$ cat config.mk
export PLATFORM = sky130hd
export DESIGN_NAME = xmem_arbiter
export DESIGN_NICKNAME = d
export VERILOG_FILES = /design/src/rtl/xmem_arbiter.sv
export SDC_FILE = /design/constraint.sdc
export NUM_CORES = 1
export LEC_CHECK = 0
export CAP_MARGIN = 20
export CORE_AREA = 2 2 122 124
export CTS_CLUSTER_SIZE = 28
export DETAILED_ROUTE_END_ITERATION = 8
export DIE_AREA = 0 0 124 126
export GPL_ROUTABILITY_DRIVEN = 0
export HOLD_SLACK_MARGIN = 0.02
export PLACE_DENSITY_LB_ADDON = 0.15
export SYNTH_ARGS = -nofsm -noshare
export SYNTH_HDL_FRONTEND = slang
export SYNTH_SLANG_ARGS = --single-unit
$ cat constraint.sdc
create_clock -name clk -period 3.55 [get_ports clk]
set_clock_uncertainty 0.2 [all_clocks]
set_input_delay 0.355 -clock clk [delete_from_list [all_inputs] [get_ports clk]]
set_output_delay 0.355 -clock clk [all_outputs]
set_load 0.03 [all_outputs]
$ cat src/rtl/xmem_arbiter.sv
// Two-master round-robin Wishbone arbiter in front of the HyperRAM port.
// Define XMEM_ARB_TIMEOUT_EN to build in the unacknowledged-cycle watchdog.
module xmem_arbiter #(
  parameter int unsigned TIMEOUT_CYCLES = 1024
) (
  input  logic        clk,
  input  logic        reset,
  input  logic [2:31] m0_adr_i,
  input  logic [0:31] m0_dat_i,
  output logic [0:31] m0_dat_o,
  input  logic        m0_we_i,
  input  logic [0:3]  m0_sel_i,
  input  logic        m0_stb_i,
  input  logic        m0_cyc_i,
  output logic        m0_ack_o,
  output logic        m0_err_o,
  input  logic [2:31] m1_adr_i,
  input  logic [0:31] m1_dat_i,
  output logic [0:31] m1_dat_o,
  input  logic        m1_we_i,
  input  logic [0:3]  m1_sel_i,
  input  logic        m1_stb_i,
  input  logic        m1_cyc_i,
  output logic        m1_ack_o,
  output logic        m1_err_o,
  output logic [2:31] s_adr_o,
  output logic [0:31] s_dat_o,
  output logic        s_we_o,
  output logic [0:3]  s_sel_o,
  output logic        s_stb_o,
  output logic        s_cyc_o,
  input  logic [0:31] s_dat_i,
  input  logic        s_ack_i,
  output logic [0:1]  owner
);

  if (TIMEOUT_CYCLES < 2 || TIMEOUT_CYCLES > 65535) begin : g_bad_timeout
    $error("xmem_arbiter: TIMEOUT_CYCLES out of range 2..65535");
  end

  typedef enum logic [1:0] {IDLE, OWN0, OWN1, ABORT} state_t;

  state_t state;
  logic   last;
  logic   busy;
  logic   sel1;
  logic   own_cyc;
  logic   timeout;

  assign busy    = (state == OWN0) || (state == OWN1);
  assign sel1    = (state == OWN1);
  assign own_cyc = owner[1] ? m1_cyc_i : m0_cyc_i;

  // Non-strobe slave fields mirror m0 whenever m1 is not the owner.
  assign s_adr_o = sel1 ? m1_adr_i : m0_adr_i;
  assign s_dat_o = sel1 ? m1_dat_i : m0_dat_i;
  assign s_we_o  = sel1 ? m1_we_i  : m0_we_i;
  assign s_sel_o = sel1 ? m1_sel_i : m0_sel_i;
  assign s_cyc_o = busy && (sel1 ? m1_cyc_i : m0_cyc_i);
  assign s_stb_o = busy && (sel1 ? m1_stb_i : m0_stb_i);

  assign m0_dat_o = s_dat_i;
  assign m1_dat_o = s_dat_i;
  assign m0_ack_o = !reset && (state == OWN0) && s_ack_i && !timeout;
  assign m1_ack_o = !reset && (state == OWN1) && s_ack_i && !timeout;

`ifdef XMEM_ARB_TIMEOUT_EN
  logic [15:0] wd_cnt;
  logic        own_stb;

  assign own_stb = owner[1] ? m1_stb_i : m0_stb_i;
  assign timeout = busy && (wd_cnt == 16'(TIMEOUT_CYCLES));

  always_ff @(posedge clk) begin
    if (reset || !busy || !own_stb || s_ack_i || timeout)
      wd_cnt <= '0;
    else
      wd_cnt <= wd_cnt + 16'd1;
  end

  assign m0_err_o = !reset && (state == OWN0) && timeout;
  assign m1_err_o = !reset && (state == OWN1) && timeout;
`else
  assign timeout  = 1'b0;
  assign m0_err_o = 1'b0;
  assign m1_err_o = 1'b0;
`endif

  always_ff @(posedge clk) begin
    if (reset) begin
      state <= IDLE;
      owner <= 2'b00;
      last  <= 1'b1;
    end else begin
      unique case (state)
        IDLE: begin
          // On contention the master not served last wins.
          if (m0_cyc_i && (!m1_cyc_i || last)) begin
            state <= OWN0;
            owner <= 2'b10;
          end else if (m1_cyc_i) begin
            state <= OWN1;
            owner <= 2'b01;
          end
        end
        OWN0, OWN1: begin
          if (timeout) begin
            state <= ABORT;
          end else if (!own_cyc) begin
            state <= IDLE;
            owner <= 2'b00;
            last  <= owner[1];
          end
        end
        ABORT: begin
          if (!own_cyc) begin
            state <= IDLE;
            owner <= 2'b00;
            last  <= owner[1];
          end
        end
        default: begin
          state <= IDLE;
          owner <= 2'b00;
        end
      endcase
    end
  end

endmodule

# [After elaboration in Yosys (flattened, before gate mapping)]
# Index checks and enable logic that the tools add are counted.
# Widths: inputs -> output; s select.
[word_totals] regBits=5 output_inout_bits=139 wordCells=38
[op_classes] mux=14 n_eq_ne=5 bitwise_logic=1 reduce_logical=15
[op_table] cell="$mux 32" n=1
[op_table] cell="$mux 30" n=1
[op_table] cell="$mux 2" n=5
[op_table] cell="$pmux 2 s2" n=2
[op_table] cell="$logic_and 1x1->1" n=7
[op_table] cell="$eq 2x2->1 const B" n=2
[op_table] cell="$mux 1" n=4
[op_table] cell="$mux 4" n=1
[op_table] cell="$reduce_and 2->1" n=2
[op_table] cell="$ne 3x3->1 const B" n=1
[op_table] cell="$reduce_or 3->1" n=1
[op_table] cell="$eq 2x1->1 const B" n=1
[op_table] cell="$logic_not 1->1" n=2
[op_table] cell="$logic_not 2->1" n=1
[op_table] cell="$logic_or 1x1->1" n=2
[op_table] cell="$ne 2x2->1 const B" n=1
[op_table] cell="$not 1->1" n=1

# [Longest topological paths before layout]
# Gate-level depths: netlist (run 1).
[depth] ltp_word=5 depth_mapped=6

# [Worst setup path after synthesis (run 1)]
# OpenSTA, ideal clock, no wires.
[synth_timing] path_kind="reg2out" startpoint="register state[0]" endpoint="output port s_cyc_o" arrival_ns=1.734 required_time_ns=2.995 n_path_buf=2 path_stages_with_launch=7 slack_ns=1.261 path_cell_list="dfxtp_1 > inv_1 > ha_1 > buf_4 > buf_4 > mux2i_1 > nor2b_1"
[synth_via] elab_chain_len=3 word_cells_on_any_way=5 classes_between="2 x eq/ne; 1 x mux; 2 x reduce/logical"
[synth_rtl] element="start, declared" line_no="43" source="state_t state;"
[synth_rtl] element="start signal, assigned" line_no="91" source="state <= IDLE;"
[synth_rtl] element="start signal, assigned" line_no="99" source="state <= OWN0;"
[synth_rtl] element="start signal, assigned" line_no="102" source="state <= OWN1;"
[synth_rtl] element="$eq 2x2->1 or $eq 2x1->1 (tied branches)" line_no="50, 51"
[synth_rtl] element="$mux 1 or $logic_or 1x1->1 (tied branches)" line_no="59, 50"
[synth_rtl] element="$logic_and 1x1->1 *" line_no="59" source="assign s_cyc_o = busy && (sel1 ? m1_cyc_i : m0_cyc_i);"
[synth_rtl] element="end, declared" line_no="31" source="output logic s_cyc_o,"
# Mark *: on every way between the ends. The rest lies on a longest branch, timed or not.

==> results of run 1 <==
[area by class of cell]
| cell class | instances | area (um2) |
|---|---|---|
| clock buffer | 4 | 78.8 |
| inverter | 2 | 7.51 |
| timing repair buffer | 216 | 2170 |
| fill | 1546 | 10800 |
| tap | 184 | 230 |
| sequential | 3 | 60.1 |
| multi-input combinational | 95 | 981 |
[kinds of logic (layout without fill, tap and decap cells)]
family | count (synthesis) | after routing | synth area share [%]
buf+inv | 76 | 222 | 36.4
mux | 70 | 70 | 48.7
simple gates | 10 | 10 | 4.43
compound gates | 9 | 9 | 3.42
fa+ha+maj | 4 | 4 | 3.11
flops | 3 | 3 | 3.73
other cells | 1 | 2 | 0.233
[how the worst max path moves through the flow]
stage	start	end	slack [ns]	depth (start not counted)
floorplan	state[0]	s_cyc_o	1.26	6
global placement	state[0]	s_adr_o[15]	0.93	5
detailed placement	state[0]	s_adr_o[17]	0.91	5
CTS	state[0]	s_adr_o[23]	0.65	5
global route	state[0]	s_adr_o[17]	0.57	5
finish	owner[1]	s_adr_o[17]	0.68	4
[power by group]
group | internal [W] | switching (W)
sequential | 0.0000402 | 0.00000732
clock | 0.000148 | 0.0000324
combinational | 0.000449 | 0.000393
[per-stage QoR]
stage          worst slack [ns]  std cells  util, %
2_1_floorplan              1.26        174        -
3_3_place_gp              0.925        500     24.1
3_5_place_dp              0.905        500     24.1
4_1_cts                   0.653        504     24.6
5_1_grt                   0.567        504     24.6
6_report                  0.677        504     24.6
[routing by layer]
layer	part of all wire (%)	vias up	wire (um)
met1	34	783	2720
met2	50	135	3970
met5	0	-	0
met4	1.2	0	97
li1	-	822	-
met3	14	7	1130
[cells in the final DEF, fill, tap and decap left out, types with 2 or more instances in the layout]
cell,Yosys,final
a21oi_1,2,2
and3b_1,2,2
buf_4,68,2
clkbuf_16,0,3
clkdlybuf4s50_1,0,213
conb_1,1,2
dfxtp_1,3,3
ha_1,4,3
inv_1,2,2
mux2_2,67,67
mux2i_1,3,3
nor2b_1,2,2
o21ai_0,3,3
[registers in the layout, summed over array words and instances (netlist names)]
name   flops
owner      1
state      1
last       1
[critical path, delay by kind of cell (launching register included)]
kind	cells	cell delay (ns)
adders and majority gates	1	0.37
buffers and inverters	2	0.91
muxes	1	0.35
DFF	1	0.45
==> impl_metrics.py, run 1 <==
metrics = {
    "run_status": {
        "status": "complete, no violations",
    },
    "cells_and_area": {
        "drive_above_1_share_pct": 24.1,
        "area_growth_pct": 119,
        "antenna_cells": 0,
        "nets": 498,
        "fin_area_um2": 3520,
    },
    "clocking": {
        "cts_root_buf": "clkbuf_16",
        "h-tree-depth": 1,
        "clk_latency_ns": 0.23,
        "cts_inserted_buffers": 3,
        "clk_path_buf_depth": 2,
        "postCtsHoldBufs": 0,
        "cts_resized": 0,
        "clkTransAtPathRegs_ns": 0.03,
        "cts_setup_buffers": 0,
        "cts_tree": "built",
        "clock-sinks": 3,
    },
    "drt": {
        "drtAntennaViolNets": 0,
        "drc": 0,
        "routed_wl_mm": 7.92,
        "routedWlPerCell_um": 15.7,
        "dr.pass1.iters": 3,
        "vias": 1747,
        "vias_per_cell": 3.47,
        "drt_iter0_markers": 25,
    },
    "hold_path": {
        "hold_class": "flop to flop",
        "worstHoldStart": "last",
        "hold_end": "owner[1]",
        "hold_depth": 2,
    },
    "place": {
        "dpl-instance-area_um2": 3450,
        "io_buffer_count": 213,
        "dp_hpwl_mm": 6.82,
    },
    "synthesis": {
        "synth.distinct_cells": 22,
        "syn-cell-area_um2": 1610,
        "async_reset_ff_share_pct": 0,
        "yosys_register_bits": 3,
        "synth.avg_cell_area_um2": 9.31,
        "synth_flop_cell": "dfxtp_1",
        "ys_top_cells_by_count": "buf_4 (68), mux2_2 (67), buf_6 (6)",
        "synth_enable_flop_cells": 0,
        "yosysTopAreaCell": "mux2_2",
        "synth_area_leaders": "mux2_2 (47%), buf_4 (32%), buf_6 (4.2%)",
        "syn_inst": 173,
        "post-synth-top-area-fraction_pct": 46.9,
        "synth.most_common_cell": "buf_4",
        "synth_warnings": 0,
        "synth.yosys.seq_area_share_pct": 3.73,
    },
    "critical_path": {
        "cp.required_ns": 2.99,
        "crit_arrival_ns": 2.32,
        "rr_startpoint": "owner[1]",
        "crit_chain": "ha_4, buf_4, mux2_2, clkdlybuf4s50_1",
        "endpoint_kind": "output port",
        "slowest_stage": "clkdlybuf4s50_1",
        "crit_path_start_kind": "flop",
        "worstSetupPathType": "flop to output port",
        "cp_max_fo": 19,
        "reg2regPathDepth": 4,
        "cpPeakStageDelay_ns": 0.62,
        "r2r_setup_slack_ns": 1.86,
        "r2r_end": "state[0]",
    },
    "sta": {
        "period_share_pct": 80.9,
        "finalHoldViolCount": 0,
        "post-route-min-period_ns": 2.87,
        "rsz0062_at_grt": "no",
        "finalSetupViolations": 0,
        "maxSlewViolCount": 0,
        "whs_ns": 0.369,
        "fmaxAchievable_mhz": 348,
        "setup-tns-final_ns": 0,
    },
    "floorplanning": {
        "num_rows": 44,
        "dieArea_um2": 15600,
        "initial_core_util_pct": 11.2,
        "fp.dieH_um": 126,
        "die_x_um": 124,
        "ios": 312,
        "core_area_um2": 14300,
    },
    "grt": {
        "top_usage_layer": "met2",
        "grt_max_degree": 29,
        "overflow": 0,
        "gr-usage-all-layers_pct": 9.13,
        "gr-usage-met1_pct": 9.48,
        "use_met3_pct": 3.53,
        "antenna_found_initial": 0,
        "grt_pass1_vias": 1876,
        "grt_use_met2_pct": 17.1,
        "grt_pass1_wl_mm": 11.0,
    },
    "power": {
        "power_w": 0.00107,
        "p_per_area_nw_per_um2": 304,
        "peakVddDrop_mv": 0.316,
        "p_leak_nw": 1.26,
    },
    "job": {
        "max_cap_violations": 0,
    },
}
(Power assumes the default switching activity.)
==> inputs of run 2 (changes only) <==
Settings changed: CORE_AREA 2 2 122 124 to 2 2 121 123, DIE_AREA 0 0 124 126 to 0 0 123 125.
Clock period 3.55 ns to 2.92 ns, I/O delays scaled along.
==> impl_metrics.py, run 2 (synthesis gave the netlist of run 1 again) <==
metrics = {
    "run_status": {
        "status": "complete, no violations",
    },
    "grt": {
        "overflow": 0,
        "grt_pass1_vias": 1707,
        "grt_pass1_wl_mm": 10.2,
        "antenna_found_initial": 0,
        "grt_max_degree": 45,
        "gr-usage-all-layers_pct": 8.78,
    },
    "critical_path": {
        "crit_arrival_ns": 2.15,
        "crit_start": "state[0]",
        "endpoint_kind": "output port",
        "cp_max_fo": 44,
        "cp_top_family": "buffers and inverters",
        "reg2regPathDepth": 4,
        "slowest_stage": "clkdlybuf4s50_1",
        "cp.required_ns": 2.43,
        "critPathBufInv": 3,
        "worstSetupPathType": "flop to output port",
        "worstSetupEndpoint": "s_dat_o[23]",
        "rr_startpoint": "owner[1]",
        "path_depth": 5,
        "r2r_setup_slack_ns": 1.27,
        "r2r_end": "state[0]",
        "crit_chain": "inv_1, ha_4, buf_12, mux2_2, clkdlybuf4s50_1",
        "crit_path_start_kind": "flop",
        "cpPeakStageDelay_ns": 0.63,
    },
    "power": {
        "p_per_area_nw_per_um2": 368,
        "pwr-share-seq_pct": 4.4,
        "power.share.clock_pct": 16.9,
        "combPwrFrac_pct": 78.7,
        "sw_frac_of_total_pct": 40.1,
        "power_w": 0.00130,
        "peakVddDrop_mv": 0.417,
        "p_leak_nw": 1.25,
        "p_switching_w": 0.000521,
        "p_int_w": 0.000777,
    },
    "clocking": {
        "h-tree-depth": 1,
        "cts_root_buf": "clkbuf_16",
        "cts_inserted_buffers": 3,
        "clkTransAtPathRegs_ns": 0.03,
        "postCtsHoldBufs": 0,
        "clk_path_buf_depth": 2,
        "clk_latency_ns": 0.22,
        "cts_resized": 0,
        "cts_tree": "built",
        "cts_setup_buffers": 0,
        "clock-sinks": 3,
    },
    "floorplanning": {
        "initial_core_util_pct": 11.3,
        "dieArea_um2": 15400,
        "core_area_um2": 14200,
        "ios": 312,
        "die_x_um": 123,
        "num_rows": 44,
        "fp.dieH_um": 125,
    },
    "sta": {
        "finalSetupViolations": 0,
        "period_share_pct": 90.4,
        "fmaxAchievable_mhz": 379,
        "rsz0062_at_grt": "no",
        "finalHoldViolCount": 0,
        "whs_ns": 0.373,
        "post-route-min-period_ns": 2.64,
        "setup-tns-final_ns": 0,
        "maxSlewViolCount": 0,
    },
    "place": {
        "dp_hpwl_mm": 6.58,
        "io_buffer_count": 213,
    },
    "drt": {
        "vias": 1728,
        "drtAntennaViolNets": 0,
        "dr.pass1.iters": 4,
        "drt_iter0_markers": 18,
        "routed_wl_mm": 7.68,
        "vias_per_cell": 3.44,
        "drc": 0,
        "routedWlPerCell_um": 15.3,
    },
    "cells_and_area": {
        "layout_common_cells": "clkdlybuf4s50_1 (213), mux2_2 (67)",
        "layout_commonest_cell": "clkdlybuf4s50_1",
        "nFillCells": 1499,
        "drive_above_1_share_pct": 23.8,
        "nets": 497,
        "top_regs": "last (1), owner (1), state (1)",
        "antenna_cells": 0,
        "area_growth_pct": 119,
    },
    "hold_path": {
        "hold_class": "flop to flop",
    },
    "job": {
        "max_cap_violations": 0,
    },
}
[run 2: cell count changes in the layout (fill, tap and decap cells not counted)]
cell	change
buf_12	+1
buf_4	-2
[run 2: through the flow]
stage / util (%) / instances / cell area [um2] / worst slack, ns
detailed placement: 24.3 / 499 / 3450 / 0.503
floorplan: - / 174 / 1610 / 0.694
global route: 24.9 / 503 / 3530 / 0.185
global placement: 24.3 / 499 / 3450 / 0.514
CTS: 24.9 / 503 / 3530 / 0.259
finish: 24.9 / 503 / 3530 / 0.279
[run 2: power groups by stage]
stage          Sequential (W)  Clock [W]  Combinational (W)
3_3_place_gp        0.0000573          0            0.00104
5_1_grt             0.0000590   0.000230            0.00108
4_1_cts             0.0000575   0.000222            0.00104
2_1_floorplan       0.0000637          0           0.000720
3_5_place_dp        0.0000577          0            0.00103
6_report            0.0000572   0.000219            0.00102
[run 2: worst register-to-register path: cells and delay by family, from the launching register on]
family,cells,cell delay [ns]
compound gates,1,0.13
fa+ha+maj,1,0.29
buf+inv,1,0.14
flops,1,0.43
simple gates,1,0.37
[run 2: final cells by class]
class | instances | area (um2) | area share [%]
flip-flops and latches | 3 | 60.1 | 1.70
multi-input cells | 95 | 981 | 27.8
inverters | 2 | 7.51 | 0.213
clock buffers | 4 | 78.8 | 2.23
repair buffers | 215 | 2170 | 61.5
well taps | 184 | 230 | 6.52
[run 2: worst min path at each step]
stage                startpoint  cells past startpoint  slack [ns]            to
detailed placement         last                      2        0.36      owner[1]
CTS                        last                      2        0.37      owner[1]
global route        s_dat_i[25]                      0        0.38  m0_dat_o[25]
finish                     last                      2        0.37      owner[1]
floorplan                 reset                      1        0.16      state[0]
global placement       owner[1]                      2        0.37      owner[1]
[run 2: metal layers]
layer	GRT usage, %	routed length (um)	vias up
met2	18.2	4220	117
li1	-	-	820
met3	4.15	1160	8
met4	1.67	73	0
met5	0	0	-
met1	7.25	2230	783
==> RTL edit (settings of run 1) <==
The option `XMEM_ARB_TIMEOUT_EN` is turned on by a define.
--- a/src/rtl/xmem_arbiter.sv
+++ b/src/rtl/xmem_arbiter.sv
@@ -1,5 +1,7 @@
 // Two-master round-robin Wishbone arbiter in front of the HyperRAM port.
 // Define XMEM_ARB_TIMEOUT_EN to build in the unacknowledged-cycle watchdog.
+`define XMEM_ARB_TIMEOUT_EN
+
 module xmem_arbiter #(
   parameter int unsigned TIMEOUT_CYCLES = 1024
 ) (
Behaviour: same outputs for any inputs over 10 cycles, from zero or initial values and one cycle with reset high; that may be too few to reach the edited logic, so the function may still have changed.
==> RTL edit against run 1 <==
Core utilization is 6.3 points higher; critical path depth is 4 higher; area after synthesis is 52% higher; first-iteration DRC count is 76% higher; total power is 140% higher; maximum frequency is 12% lower; routed wire length is 52% higher; sequential cell count is 18 higher; combinational power is 140% higher; final cell count is 20% higher; cell area is 25% higher; count of clock-buffer cells in the layout is 1 lower; worst setup slack worse by 410 ps; critical endpoint is now m1_err_o; largest power group unchanged; critical path type unchanged.
==> RTL edit: results (changes against run 1) <==
Parameter                              Value

Synth
  Mean area per synthesized cell ... 8.872 um2 (was 9.308 um2)
  Asr flop ratio synth ... 0% (unchanged)
  Library cells used by synthesis ... 35 (was 22)
  Sequential share of the synthesized area ... 17.23% (was 3.730%)
  Top cells by area in the synthesized netlist ... sky130_fd_sc_hd__mux2_2 (31%), sky130_fd_sc_hd__buf_4 (20%), sky130_fd_sc_hd__dfxtp_1 (17%) (was sky130_fd_sc_hd__mux2_2 (47%), sky130_fd_sc_hd__buf_4 (32%), sky130_fd_sc_hd__buf_6 (4.2%))
  Top post-synthesis cells by count ... sky130_fd_sc_hd__mux2_2 (68), sky130_fd_sc_hd__buf_4 (65), sky130_fd_sc_hd__nor2_1 (24) (was sky130_fd_sc_hd__buf_4 (68), sky130_fd_sc_hd__mux2_2 (67), sky130_fd_sc_hd__buf_6 (6))
  Synthesis Warnings ... 0 (unchanged)
  Dominant register cell in the synthesized netlist ... sky130_fd_sc_hd__dfxtp_1 (unchanged)

Worst hold path
  Startpoint of the tightest hold check path ... wd_cnt[0] (was last)

Run status
  Run status ... complete, no violations (unchanged)

GRT
  Met2 usage in global routing ... 22.79% (was 17.13%)
  GRT Resource Usage Total ... 14.20% (was 9.130%)
  Wire length of the first global-routing pass ... 16,170 um (was 10,970 um)
  Pin count of the biggest net entering global routing ... 42 (was 29)
  Global-route track usage on met3 ... 9.828% (was 3.533%)
  Met1 layer usage reported by global route ... 16.12% (was 9.483%)
  Vias in the first global route ... 2,596 (was 1,876)

Clock tree
  Inserted Clock Buffers ... 3 (unchanged)
  CTS clk-pin slew, worst paths ... 60 ps (was 30 ps)
  Max Buffers Root-to-Sink ... 2 (unchanged)
  Maximum level of the CTS H-tree ... 1 (unchanged)
  Resized Gates After CTS ... 0 (unchanged)
  Clock network latency to the later pin of the worst-skew pair ... 250 ps (was 230 ps)

Routing
  Detailed router's first-iteration violation count ... 44 (was 25)
  Mean number of vias per cell ... 4.096 (was 3.466)
  Met1 wire length ... 4527 um (was 2716 um)
  Met2 wire length ... 5301 um (was 3974 um)
  Met3 WL ... 2108 um (was 1133 um)
  Number of vias in the routed layout ... 2,486 (was 1,747)
  Initial DRT Pass Iterations ... 4 (was 3)
  Routed wire length ... 12,020 um (was 7921 um)

Setup path
  Highest cell delay on the worst timing path ... 670 ps (was 620 ps)
  Source of the worst register-to-register timing path ... state[1] (was owner[1])
  Maximum fanout encountered on the critical timing path ... 5 (was 19)
  Kind of launch point of the worst setup path ... flop (unchanged)
  Arrival time reported for the critical path endpoint ... 2730 ps (was 2320 ps)

Placed design
  Number of placed instances, taps included ... 601 (was 500)
  Post-placement setup slack ... 432.6 ps (was 905.2 ps)
  IO buf count ... 215 (was 213)
  Placed instance area ... 4328 um2 (was 3446 um2)
  Detailed Place HPWL ... 10,150 um (was 6816 um)

Cells and area
  Share of final-layout standard cells stronger than drive strength 1 ... 18.91% (was 24.06%)
  Largest registers ... wd_cnt (16), owner (2), state (2) (was last (1), owner (1), state (1))

Power
  Leakage power of the design ... 0.001519 uW (was 0.001255 uW)
  IR Drop Worst-Case VDD ... 0.0002154 V (was 0.0003163 V)
[RTL edit: changes by cell type after synthesis, moves of 7 or more]
cell,delta
sky130_fd_sc_hd__dfxtp_1,+18
sky130_fd_sc_hd__nor2_1,+23
sky130_fd_sc_hd__xnor2_1,+12
sky130_fd_sc_hd__buf_2,+7
sky130_fd_sc_hd__inv_1,+8
[RTL edit: worst reg2reg max path: stages (launching register included)]
cell and delay, ps:
sky130_fd_sc_hd__dfxtp_1 390, sky130_fd_sc_hd__inv_1 110, sky130_fd_sc_hd__ha_1 390, sky130_fd_sc_hd__nor4b_1 330, sky130_fd_sc_hd__nand4_1 140, sky130_fd_sc_hd__buf_4 190
sky130_fd_sc_hd__buf_4 130, sky130_fd_sc_hd__nand4_2 280, sky130_fd_sc_hd__nor2_1 90
[RTL edit: report_power, final]
group	switching, uW	internal, uW
registers	23.9	260
clock network	87.0	151
logic	1080	951
[RTL edit: cell type report]
| class | instances | area [um2] |
|---|---|---|
| clock buffers | 3 | 75.07 |
| multi-input cells | 169 | 1460 |
| repair buffers | 219 | 2195 |
| well taps | 184 | 230.2 |
| clock inverters | 1 | 5.005 |
| inverters | 10 | 37.54 |
| flip-flops and latches | 21 | 420.4 |
| fillers | 1499 | 9891 |
[RTL edit: path summary, 6_finish.rpt]
check / end / slack, ps / depth (start not counted)
setup reg to reg: wd_cnt[4] / 1170 / 8
hold / removal: wd_cnt[0] / 270 / 1
hold reg to reg: wd_cnt[0] / 270 / 1
setup / recovery: m1_err_o / 270 / 8
[RTL edit: kinds of logic after synthesis]
kind of cell | synth area share (%)
mux | 32.62
compound gates | 3.692
buf+inv | 23.44
xor+xnor | 5.026
fa+ha+maj | 3.590
simple gates | 14.41
flops | 17.23
